**src/rtl/fetch_unit.sv**
```systemverilog
// Single-outstanding instruction fetch stage: PC register, imem req/ready/rvalid handshake, decode handoff.
// Optional performance counters are compiled in when FETCH_PERF_EN is defined.

module fetch_unit #(
  parameter int              XLEN     = 32,
  parameter logic [XLEN-1:0] RESET_PC = '0
) (
  input  logic            clk_i,
  input  logic            rst_n_i,
  output logic            imem_req_o,
  output logic [XLEN-1:0] imem_addr_o,
  input  logic            imem_ready_i,
  input  logic            imem_rvalid_i,
  input  logic [31:0]     imem_rdata_i,
  output logic [31:0]     instr_o,
  output logic [XLEN-1:0] pc_o,
  output logic [XLEN-1:0] pc_plus4_o,
  output logic            instr_valid_o,
  input  logic            instr_ready_i,
  input  logic            PCSrc_i,
  input  logic [XLEN-1:0] ImmExt_i,
  output logic            misalign_o
`ifdef FETCH_PERF_EN
  ,
  output logic [31:0]     perf_fetch_cnt_o,
  output logic [31:0]     perf_stall_cnt_o
`endif
);

  // state   | meaning
  // S_FETCH | request outstanding on imem, address = pc
  // S_WAIT  | request accepted, waiting for rvalid
  // S_VALID | instruction presented to decode, held until instr_ready_i
  // S_ERR   | redirect target misaligned; parked until reset
  typedef enum logic [1:0] {S_FETCH, S_WAIT, S_VALID, S_ERR} state_t;

  state_t          state;
  logic [XLEN-1:0] pc_q;
  logic [XLEN-1:0] pc_next;
  logic [31:0]     instr_q;
  logic            req_q;
  logic            valid_q;
  logic            mis_q;

  assign pc_next = PCSrc_i ? (pc_q + ImmExt_i) : (pc_q + XLEN'(4));

  // req_q stays low through reset and rises on the first clock in S_FETCH.
  always_ff @(posedge clk_i or negedge rst_n_i) begin
    if (!rst_n_i) begin
      state   <= S_FETCH;
      pc_q    <= RESET_PC;
      instr_q <= '0;
      req_q   <= 1'b0;
      valid_q <= 1'b0;
      mis_q   <= 1'b0;
    end else begin
      case (state)
        S_FETCH: begin
          if (req_q && imem_ready_i) begin
            req_q <= 1'b0;
            state <= S_WAIT;
          end else begin
            req_q <= 1'b1;
          end
        end
        S_WAIT: begin
          if (imem_rvalid_i) begin
            instr_q <= imem_rdata_i;
            valid_q <= 1'b1;
            state   <= S_VALID;
          end
        end
        S_VALID: begin
          if (instr_ready_i) begin
            valid_q <= 1'b0;
            pc_q    <= pc_next;
            if (pc_next[1:0] != 2'b00) begin
              mis_q <= 1'b1;
              state <= S_ERR;
            end else begin
              req_q <= 1'b1;
              state <= S_FETCH;
            end
          end
        end
        S_ERR:   state <= S_ERR;
        default: state <= S_FETCH;
      endcase
    end
  end

  assign imem_req_o    = req_q;
  assign imem_addr_o   = pc_q;
  assign instr_o       = instr_q;
  assign pc_o          = pc_q;
  assign pc_plus4_o    = pc_q + XLEN'(4);
  assign instr_valid_o = valid_q;
  assign misalign_o    = mis_q;

`ifdef FETCH_PERF_EN
  logic [31:0] fetch_cnt_q;
  logic [31:0] stall_cnt_q;

  always_ff @(posedge clk_i or negedge rst_n_i) begin
    if (!rst_n_i) begin
      fetch_cnt_q <= '0;
      stall_cnt_q <= '0;
    end else begin
      if (state == S_VALID && instr_ready_i)
        fetch_cnt_q <= fetch_cnt_q + 32'd1;
      if (state == S_FETCH || state == S_WAIT || (state == S_VALID && !instr_ready_i))
        stall_cnt_q <= stall_cnt_q + 32'd1;
    end
  end

  assign perf_fetch_cnt_o = fetch_cnt_q;
  assign perf_stall_cnt_o = stall_cnt_q;
`endif

endmodule

```
**config.mk**
```make
export PLATFORM = sky130hd
export DESIGN_NAME = fetch_unit
export DESIGN_NICKNAME = d
export VERILOG_FILES = /design/src/rtl/fetch_unit.sv
export SDC_FILE = /design/constraint.sdc
export NUM_CORES = 1
export LEC_CHECK = 0
export BUFFER_PORTS_ARGS = -buffer_cell sky130_fd_sc_hd__clkbuf_2
export CAP_MARGIN = 20
export CELL_PAD_IN_SITES_DETAIL_PLACEMENT = 0
export CELL_PAD_IN_SITES_GLOBAL_PLACEMENT = 1
export CORE_MARGIN = 10
export CORE_UTILIZATION = 40
export CTS_CLUSTER_DIAMETER = 30
export DETAILED_ROUTE_END_ITERATION = 7
export GPL_ROUTABILITY_DRIVEN = 0
export PLACE_DENSITY_LB_ADDON = 0.1
export REMOVE_ABC_BUFFERS = 1
export SKIP_LAST_GASP = 1
export SYNTH_ARGS = -nofsm -noshare
export SYNTH_HDL_FRONTEND = slang
export SYNTH_SLANG_ARGS = --single-unit
export TNS_END_PERCENT = 10
```
**constraint.sdc**
```tcl
create_clock -name clk_i -period 9 [get_ports clk_i]
set_input_delay 2.7 -clock clk_i [delete_from_list [all_inputs] [get_ports clk_i]]
set_output_delay 2.7 -clock clk_i [all_outputs]
set_load 0.05 [all_outputs]
```
==> qor.yml, run 1 <==
logic_synthesis:
  yosysMostFrequentCell: "dfrtp_1"
  yosysUniqueCellTypes: 64
  synth.area.top_cells: "dfrtp_1, ha_1, mux2_2"
  synth_area_leader_cell: "dfrtp_1"
  synthTopCellsByCount: "dfrtp_1, a21oi_1, nand2_1"
  ys_seq_area_share_pct: 32.2
  avgSynthCellArea_um2: 8.99
  synth_cells: 597
  synth_ff_type: "dfrtp_1"
  ys_ff_latch: 69
  synth_top_cell_area_share_pct: 32.2
  yosysWarningCount: 0
  synth_edf_count: 0
  syn-cell-area_um2: 5370
  async_flop_share_pct: 100
global_routing:
  track_usage_pct: 18.4
  grt_max_degree: 70
  grt_pass1_wl_um: 27200
  grt.overflow.total: 0
  grt_pass1_vias: 5021
  antenna_found_initial: 0
worst_setup_path:
  end_kind: "output port"
  path_class: "register to output port"
  cp.required_ns: 6.30
  worst-path-max-fanout: 8
  cp.arrival_ns: 3.03
  start_kind: "register"
sta:
  skew_ns: 0.00701
  max_freq_mhz: 175
  finalHoldViolations: 0
  relSlewSlack_pct: 40.1
  fin_crit_sh_pct: 63.6
  timing.final.crit_period_ns: 5.73
  rsz0062_at_grt: "false"
  drv_slew: 0
  max_slew.worst_pin.slew_ns: 0.899
  tns_ns: 0
  setup_viol_count_final: 0
floorplanning:
  initial_core_util_pct: 40.7
  dieHeight_um: 136
  core_um2: 13200
  pin_count: 201
  fp.dieArea_um2: 18400
  row_count: 42
  die_w_um: 136
clock_tree:
  cts_setup_buffers: 0
  numCtsBuffers: 9
  clock_latency_ns: 0.35
  cts_sinks: 69
  cts_resized: 0
  ctsLongestPathBuffers: 2
  ctsRootBufferMaster: "clkbuf_16"
  cts_tree: "yes"
  clk_pin_slew_ns: 0.06
  hold_buffers: 0
  h-tree-depth: 3
route:
  vias: 5037
  postRouteWirelength_um: 17200
  drt-initial-drc-count: 300
  wl_per_cell_um: 18.4
  final_antenna_net_count: 0
  drc: 0
  vias_per_cell: 5.40
  dr.pass1.iters: 4
finish:
  drive_above_1_share_pct: 36.1
  fillers: 1336
  multi_input_area_um2: 3240
  regArea_um2: 1730
  final_net_count: 855
  areaGrowthSynthToFinish_pct: 22.6
  final_util_pct: 49.9
  diodes: 0
placement:
  port_buffers: 200
  dp_hpwl_um: 13200
worst_hold_path:
  hold_class: "register to register"
run:
  max_cap_violations: 0
status:
  status: "complete, no violations"
-- logic make-up after synthesis --
logic type | Yosys count | share of synthesized area (%)
simple gates | 161 | 14.8
fa+ha+maj | 33 | 7.84
compound gates | 174 | 21.8
xor+xnor | 51 | 8.33
flops | 69 | 32.2
mux | 37 | 7.70
buf+inv | 72 | 7.42
-- per-stage QoR --
stage / worst slack (ns) / std cells / cell area (µm²) / hold WS (ns)
floorplan: 3.14 / 536 / 5010 / 0.541
global placement: 3.39 / 917 / 6270 / 0.441
detailed placement: 3.37 / 917 / 6270 / 0.452
CTS: 3.19 / 933 / 6580 / 0.467
global route: 2.89 / 933 / 6580 / 0.501
finish: 3.27 / 933 / 6580 / 0.461
-- registers in the layout, summed over array words and instances (netlist names) --
register	flops
imem_req_o	1
imem_addr_o	32
misalign_o	1
instr_o	32
instr_valid_o	1
state	2
-- final timing paths --
kind	startpoint	to	slack [ns]	depth (start not counted)
setup / recovery	imem_addr_o[2]$_DFFE_PN0P_	pc_plus4_o[28]	3.27	7
hold / removal	misalign_o$_DFFE_PN0P_	misalign_o$_DFFE_PN0P_	0.46	1
setup reg to reg	imem_addr_o[0]$_DFFE_PN0P_	imem_addr_o[30]$_DFFE_PN0P_	5.68	11
hold reg to reg	misalign_o$_DFFE_PN0P_	misalign_o$_DFFE_PN0P_	0.46	1
max in group asynchronous	rst_n_i	instr_o[0]$_DFFE_PN0P_	5.85	2
min in group asynchronous	rst_n_i	imem_addr_o[1]$_DFFE_PN0P_	2.57	2
-- layer usage --
metal	up-vias	GRT usage (%)	share of wire [%]
met2	163	28.8	46
met5	-	0	0
met4	0	5.86	1.2
li1	2452	-	-
met3	14	4.83	7.6
met1	2408	24.1	46
-- cells in the final DEF, fill, tap and decap left out, drive strengths merged, types with 3 or more instances in the layout --
cell / netlist / final
o21ai: 44 / 44
a22oi: 5 / 5
dfrtp: 69 / 69
or2: 3 / 3
nand2b: 4 / 4
nand2: 42 / 42
buf: 35 / 6
a32oi: 4 / 4
nor3: 16 / 16
o211ai: 3 / 3
o21bai: 4 / 4
and2: 5 / 5
xor2: 24 / 24
o21a: 9 / 9
nand4: 10 / 10
a211oi: 6 / 6
nand3: 20 / 20
o31ai: 3 / 3
clkinvlp: 0 / 3
a211o: 3 / 3
ha: 32 / 32
nor2: 39 / 39
mux2: 34 / 34
o22ai: 5 / 5
nor3b: 3 / 3
clkbuf: 26 / 209
mux2i: 3 / 3
or3: 3 / 3
a31oi: 6 / 6
nor2b: 4 / 4
and3: 5 / 5
a21o: 18 / 18
xnor2: 27 / 27
a221o: 3 / 3
inv: 11 / 13
a21oi: 45 / 45
-- cell type report --
type | count | share of cell area (%)
Inverter | 11 | 0.628
Clock inverter | 6 | 1.07
Tap cell | 176 | 3.35
Clock buffer | 10 | 3.63
Sequential cell | 69 | 26.2
Multi-Input combinational cell | 456 | 49.3
Timing Repair Buffer | 205 | 15.8
-- critical path: stages (launching register included) --
cell,delay (ns)
dfrtp_1,0.46
ha_1,0.29
and3_1,0.29
nand3_1,0.29
nor4_1,0.55
and4_1,0.35
xor2_1,0.16
clkbuf_2,0.29
Power of run 1 is not shown: default switching activity piles up to over one toggle a cycle in this logic, so the estimate is an artifact.
==> run 2: changes to the inputs <==
CORE_UTILIZATION = 37   (was 40)
clock period = 5.5 ns   (was 9 ns; I/O delays follow)
==> run 2 against run 1 <==
Net effect:
- design area increased by 0.51%
- clock-buffer cell count decreased by 1
- register-to-register slack got worse by 3.5 ns
- first-iteration DRC count decreased by 37%
- die area increased by 6.9%
- clock skew increased by 0.0071 ns
- core utilization decreased by 2.8 points
- global-route usage decreased by 1.1 points
- non-clock buffer count unchanged
- hold slack about the same
==> qor.yml, run 2 (synthesis gave the netlist of run 1 again) <==
clock_tree:
  clk_pin_slew_ns: 0.06  # about the same
  cts_tree: "yes"
  cts_sinks: 69  # unchanged
  clock_latency_ns: 0.34  # about the same
  ctsRootBufferMaster: "clkbuf_16"
  h-tree-depth: 3  # unchanged
  numCtsBuffers: 9  # unchanged
  ctsLongestPathBuffers: 2  # unchanged
  cts_setup_buffers: 0  # unchanged
  cts_resized: 0  # unchanged
  hold_buffers: 0  # unchanged
global_routing:
  antenna_found_initial: 0  # unchanged
  track_usage_pct: 17.3  # -1.1 points
  met3_usage_pct: 4.60  # -0.24 points
  grt_pass1_vias: 5171  # +3.0%
  grt_use_met2_pct: 27.7  # -1.0 points
  grtUsageMet1_pct: 22.4  # -1.7 points
  grt.overflow.total: 0  # unchanged
  grt_max_degree: 44  # -37%
  busiest_layer: "met2"
  grt_pass1_wl_um: 28000  # +3.0%
worst_setup_path:
  cp.arrival_ns: 3.10  # +0.07 ns
  start_kind: "register"
  cp.required_ns: 3.85  # -2.45 ns
  end_kind: "output port"
  worst-path-max-fanout: 8  # unchanged
  path_class: "register to output port"
sta:
  rsz0062_at_grt: "false"
  max_freq_mhz: 211
  finalHoldViolations: 0  # unchanged
  hold_ws_ns: 0.461  # -0.0000810 ns
  relSlewSlack_pct: 41.8  # +1.7 points
  tns_ns: 0  # unchanged
  timing.final.crit_period_ns: 4.75
  fin_crit_sh_pct: 86.3
  max_slew.worst_pin.slew_ns: 0.872  # -0.0264 ns
  drv_slew: 0  # unchanged
  setup_viol_count_final: 0  # unchanged
  skew_ns: 0.0141  # +0.00706 ns
route:
  postRouteWirelength_um: 17500  # +1.8%
  vias_per_cell: 5.30  # -1.8%
  final_antenna_net_count: 0  # unchanged
  dr.pass1.iters: 4  # unchanged
  vias: 4961  # -1.5%
  drt-initial-drc-count: 189  # -37%
  drc: 0  # unchanged
  wl_per_cell_um: 18.7  # +1.5%
finish:
  areaGrowthSynthToFinish_pct: 23.3
  final_common_cell: "clkbuf_2"
  final_cell_mix: "clkbuf_2, dfrtp_1, a21oi_1"
  drive_above_1_share_pct: 36.0  # -0.085 points
  diodes: 0  # unchanged
  final_net_count: 855  # unchanged
floorplanning:
  core_um2: 14000  # +6.5%
  dieHeight_um: 140  # +3.4%
  row_count: 43  # +2.4%
  fp.dieArea_um2: 19700  # +6.9%
  initial_core_util_pct: 38.2  # -2.5 points
  die_w_um: 140  # +3.4%
  pin_count: 201  # unchanged
placement:
  port_buffers: 200  # unchanged
  dp_hpwl_um: 13600  # +3.0%
status:
  status: "complete, no violations"
worst_hold_path:
  hold_class: "register to register"
run:
  max_cap_violations: 0  # unchanged
==> run 2: cell types whose count changed in the layout (fill, tap and decap cells not counted), sizes merged <==
| cell | before | now |
|---|---|---|
| clkbuf | 209 | 208 |
| clkinvlp | 3 | 0 |
| bufinv | 1 | 3 |
| inv | 13 | 11 |
| clkinv | 0 | 3 |
==> run 2: critical path: stages (launching register included) <==
cell and delay [ns]:
dfrtp_1 0.48, ha_1 0.26, and3_1 0.28, nand3_1 0.32, nor4_1 0.64, and4_1 0.34
xor2_1 0.15, clkbuf_2 0.29
==> run 2: area by class of cell <==
cell class,count,area (µm²)
sequential,69,1730
fill,1405,7430
tap,180,225
inverter,11,41.3
clock buffer,9,225
clock inverter,6,113
timing repair buffer,205,1040
multi-input combinational,456,3240
==> run 2: metrics by stage <==
step                cell area, µm²  std cells  utilization (%)  setup WS [ns]
floorplan                     5010        536                -          0.688
global placement              6270        921             44.7          0.952
detailed placement            6270        921             44.7          0.934
CTS                           6610        936             47.1          0.738
global route                  6610        936             47.1          0.518
finish                        6610        936             47.1          0.752
==> run 2: routing by layer <==
layer	wire length (µm)	up-vias
met5	0	-
met4	176	0
met3	1290	13
met2	8030	163
met1	7980	2335
li1	-	2450
==> run 2: final timing paths <==
path | start | endpoint | slack (ns) | depth (start not counted)
max reg2reg | imem_addr_o[0]$_DFFE_PN0P_ | imem_addr_o[30]$_DFFE_PN0P_ | 2.18 | 11
max in group asynchronous | rst_n_i | instr_o[29]$_DFFE_PN0P_ | 3.11 | 2
min reg2reg | misalign_o$_DFFE_PN0P_ | misalign_o$_DFFE_PN0P_ | 0.46 | 1
max | imem_addr_o[2]$_DFFE_PN0P_ | pc_plus4_o[28] | 0.75 | 7
min | misalign_o$_DFFE_PN0P_ | misalign_o$_DFFE_PN0P_ | 0.46 | 1
min in group asynchronous | rst_n_i | instr_o[0]$_DFFE_PN0P_ | 1.33 | 1
Power of run 2 is left out for the same reason.
==> run 3: changes to the inputs <==
CORE_MARGIN = 2   (was 10)
clock period = 4.4 ns   (was 5.5 ns; I/O delays follow)
==> run 3 against run 2 <==
Net effect:
- critical path depth rose by 2
- clock-buffer cell count unchanged
- sequential cell count stayed put
- sequential share of layout area is 0.40 points lower
- hold slack worse by 0.0075 ns
- final cell count increased by 1.6%
- clock skew is 0.0048 ns lower
- core utilization down 0.36 points
- non-clock buffer count is 11 higher
- design area up 1.6%
- highest routed layer unchanged
==> qor.yml, run 3 (synthesis gave the netlist of run 1 again) <==
sta:
  rsz0062_at_grt: "false"
  timing.final.crit_period_ns: 4.11
  drv_slew: 0  # unchanged
  relSlewSlack_pct: 36.8  # -5.0 points
  fin_crit_sh_pct: 93.5
  finalHoldViolations: 0  # unchanged
  max_freq_mhz: 243
  layout_setup_ws_ns: 0.285  # -0.467 ns
  setup_viol_count_final: 0  # unchanged
  tns_ns: 0  # unchanged
  skew_ns: 0.00925  # -0.00482 ns
  max_slew.worst_pin.slew_ns: 0.948  # +0.0755 ns
floorplanning:
  row_count: 44  # +2.3%
  core_um2: 14400  # +2.3%
  initial_core_util_pct: 37.3  # -0.87 points
  die_w_um: 124  # -11%
  pin_count: 201  # unchanged
  dieHeight_um: 124  # -11%
  fp.dieArea_um2: 15500  # -21%
clock_tree:
  numCtsBuffers: 9  # unchanged
  clock_latency_ns: 0.35  # about the same
  clk_pin_slew_ns: 0.05  # about the same
  ctsRootBufferMaster: "clkbuf_16"
  hold_buffers: 0  # unchanged
  h-tree-depth: 3  # unchanged
  ctsLongestPathBuffers: 2  # unchanged
  cts_setup_buffers: 0  # unchanged
  cts_sinks: 69  # unchanged
  cts_tree: "yes"
global_routing:
  grt_pass1_wl_um: 25600  # -8.6%
  grt.overflow.total: 0  # unchanged
  grt_pass1_vias: 4885  # -5.5%
  grt_max_degree: 34  # -23%
  track_usage_pct: 20.4  # +3.1 points
  antenna_found_initial: 0  # unchanged
placement:
  port_buffers: 200  # unchanged
  dpl_worst_slack_ns: 0.198  # -0.736 ns
  dp_hpwl_um: 12300  # -9.9%
worst_setup_path:
  cp_top_family: "simple AND/OR/NAND/NOR gates"
  worst-path-max-fanout: 8  # unchanged
  max_stage_delay_ns: 0.46  # -0.18 ns
  cp.arrival_ns: 2.79  # -0.31 ns
  crit_top_cell: "nand3_1"
  path_class: "register to output port"
  cpMaxStageDelayCell: "dfrtp_1"
  start_kind: "register"
  critPathBufInv: 2  # +1
  end_kind: "output port"
  crit_path_cell_trace: "ha_1 > and3_1 > nand3_1 > buf_4 > nor2_2 > nand3_1 > nor2_1 > xor2_1 > clkbuf_2"
  cp.required_ns: 3.08  # -0.77 ns
run:
  max_cap_violations: 0  # unchanged
route:
  drt-initial-drc-count: 236  # +25%
  drc: 0  # unchanged
  vias: 5050  # +1.8%
  vias_per_cell: 5.31  # +0.19%
  postRouteWirelength_um: 16000  # -8.4%
  final_antenna_net_count: 0  # unchanged
  dr.pass1.iters: 5  # +1
  wl_per_cell_um: 16.8  # -9.9%
finish:
  drive_above_1_share_pct: 37.0  # +1.0 points
  final_common_cell: "clkbuf_2"
  fillers: 1445  # +2.8%
  final_cell_mix: "clkbuf_2, dfrtp_1, a21oi_1"
  final_net_count: 866  # +1.3%
  areaGrowthSynthToFinish_pct: 25.2
  regArea_um2: 1730  # unchanged
  diodes: 0  # unchanged
  multi_input_area_um2: 3250  # about the same
worst_hold_path:
  hold_class: "register to register"
status:
  status: "complete, no violations"
run 3: changes by cell type in the layout (fill, tap and decap cells not counted):
cell	previous run	this run
buf_12	0	1
buf_4	5	15
nor2_1	38	37
nor2_2	1	2
run 3: cell type report:
class | instances | share of cell area (%)
well taps | 184 | 3.43
flip-flops and latches | 69 | 25.7
multi-input cells | 456 | 48.3
clock buffers | 9 | 3.35
repair buffers | 216 | 16.9
inverters | 11 | 0.615
clock inverters | 6 | 1.68
run 3: final timing paths:
check	end	startpoint	slack (ns)	cells past startpoint
worst min-delay path	misalign_o$_DFFE_PN0P_	misalign_o$_DFFE_PN0P_	0.45	1
max in group asynchronous	imem_addr_o[24]$_DFFE_PN0P_	rst_n_i	2.61	3
min in group asynchronous	instr_o[12]$_DFFE_PN0P_	rst_n_i	0.96	1
worst max-delay path	pc_plus4_o[20]	imem_addr_o[2]$_DFFE_PN0P_	0.29	9
worst max register to register	imem_addr_o[30]$_DFFE_PN0P_	imem_addr_o[0]$_DFFE_PN0P_	1.15	11
worst min register to register	misalign_o$_DFFE_PN0P_	misalign_o$_DFFE_PN0P_	0.45	1
run 3: metrics by stage:
step                cells  util [%]  hold slack (ns)  cell area [µm²]
floorplan             536         -            0.541             5010
global placement      935      44.2            0.438             6350
detailed placement    936      44.4            0.453             6370
CTS                   951      46.7            0.462             6710
global route          951      46.7            0.482             6720
finish                951      46.7            0.453             6720
run 3: what timing repair did:
item,CTS,global route
hold endpoints to repair,0,0
endpoints found under the setup margin,0,1
resized for setup,0,1
run 3: routing by layer:
layer	up-vias	track usage, %	wire, µm
met1	2389	27.1	7390
met5	-	0	0
met2	174	33.7	7530
li1	2473	-	-
met4	0	6.21	237
met3	14	4.12	841
Power of run 3 is left out for the same reason.
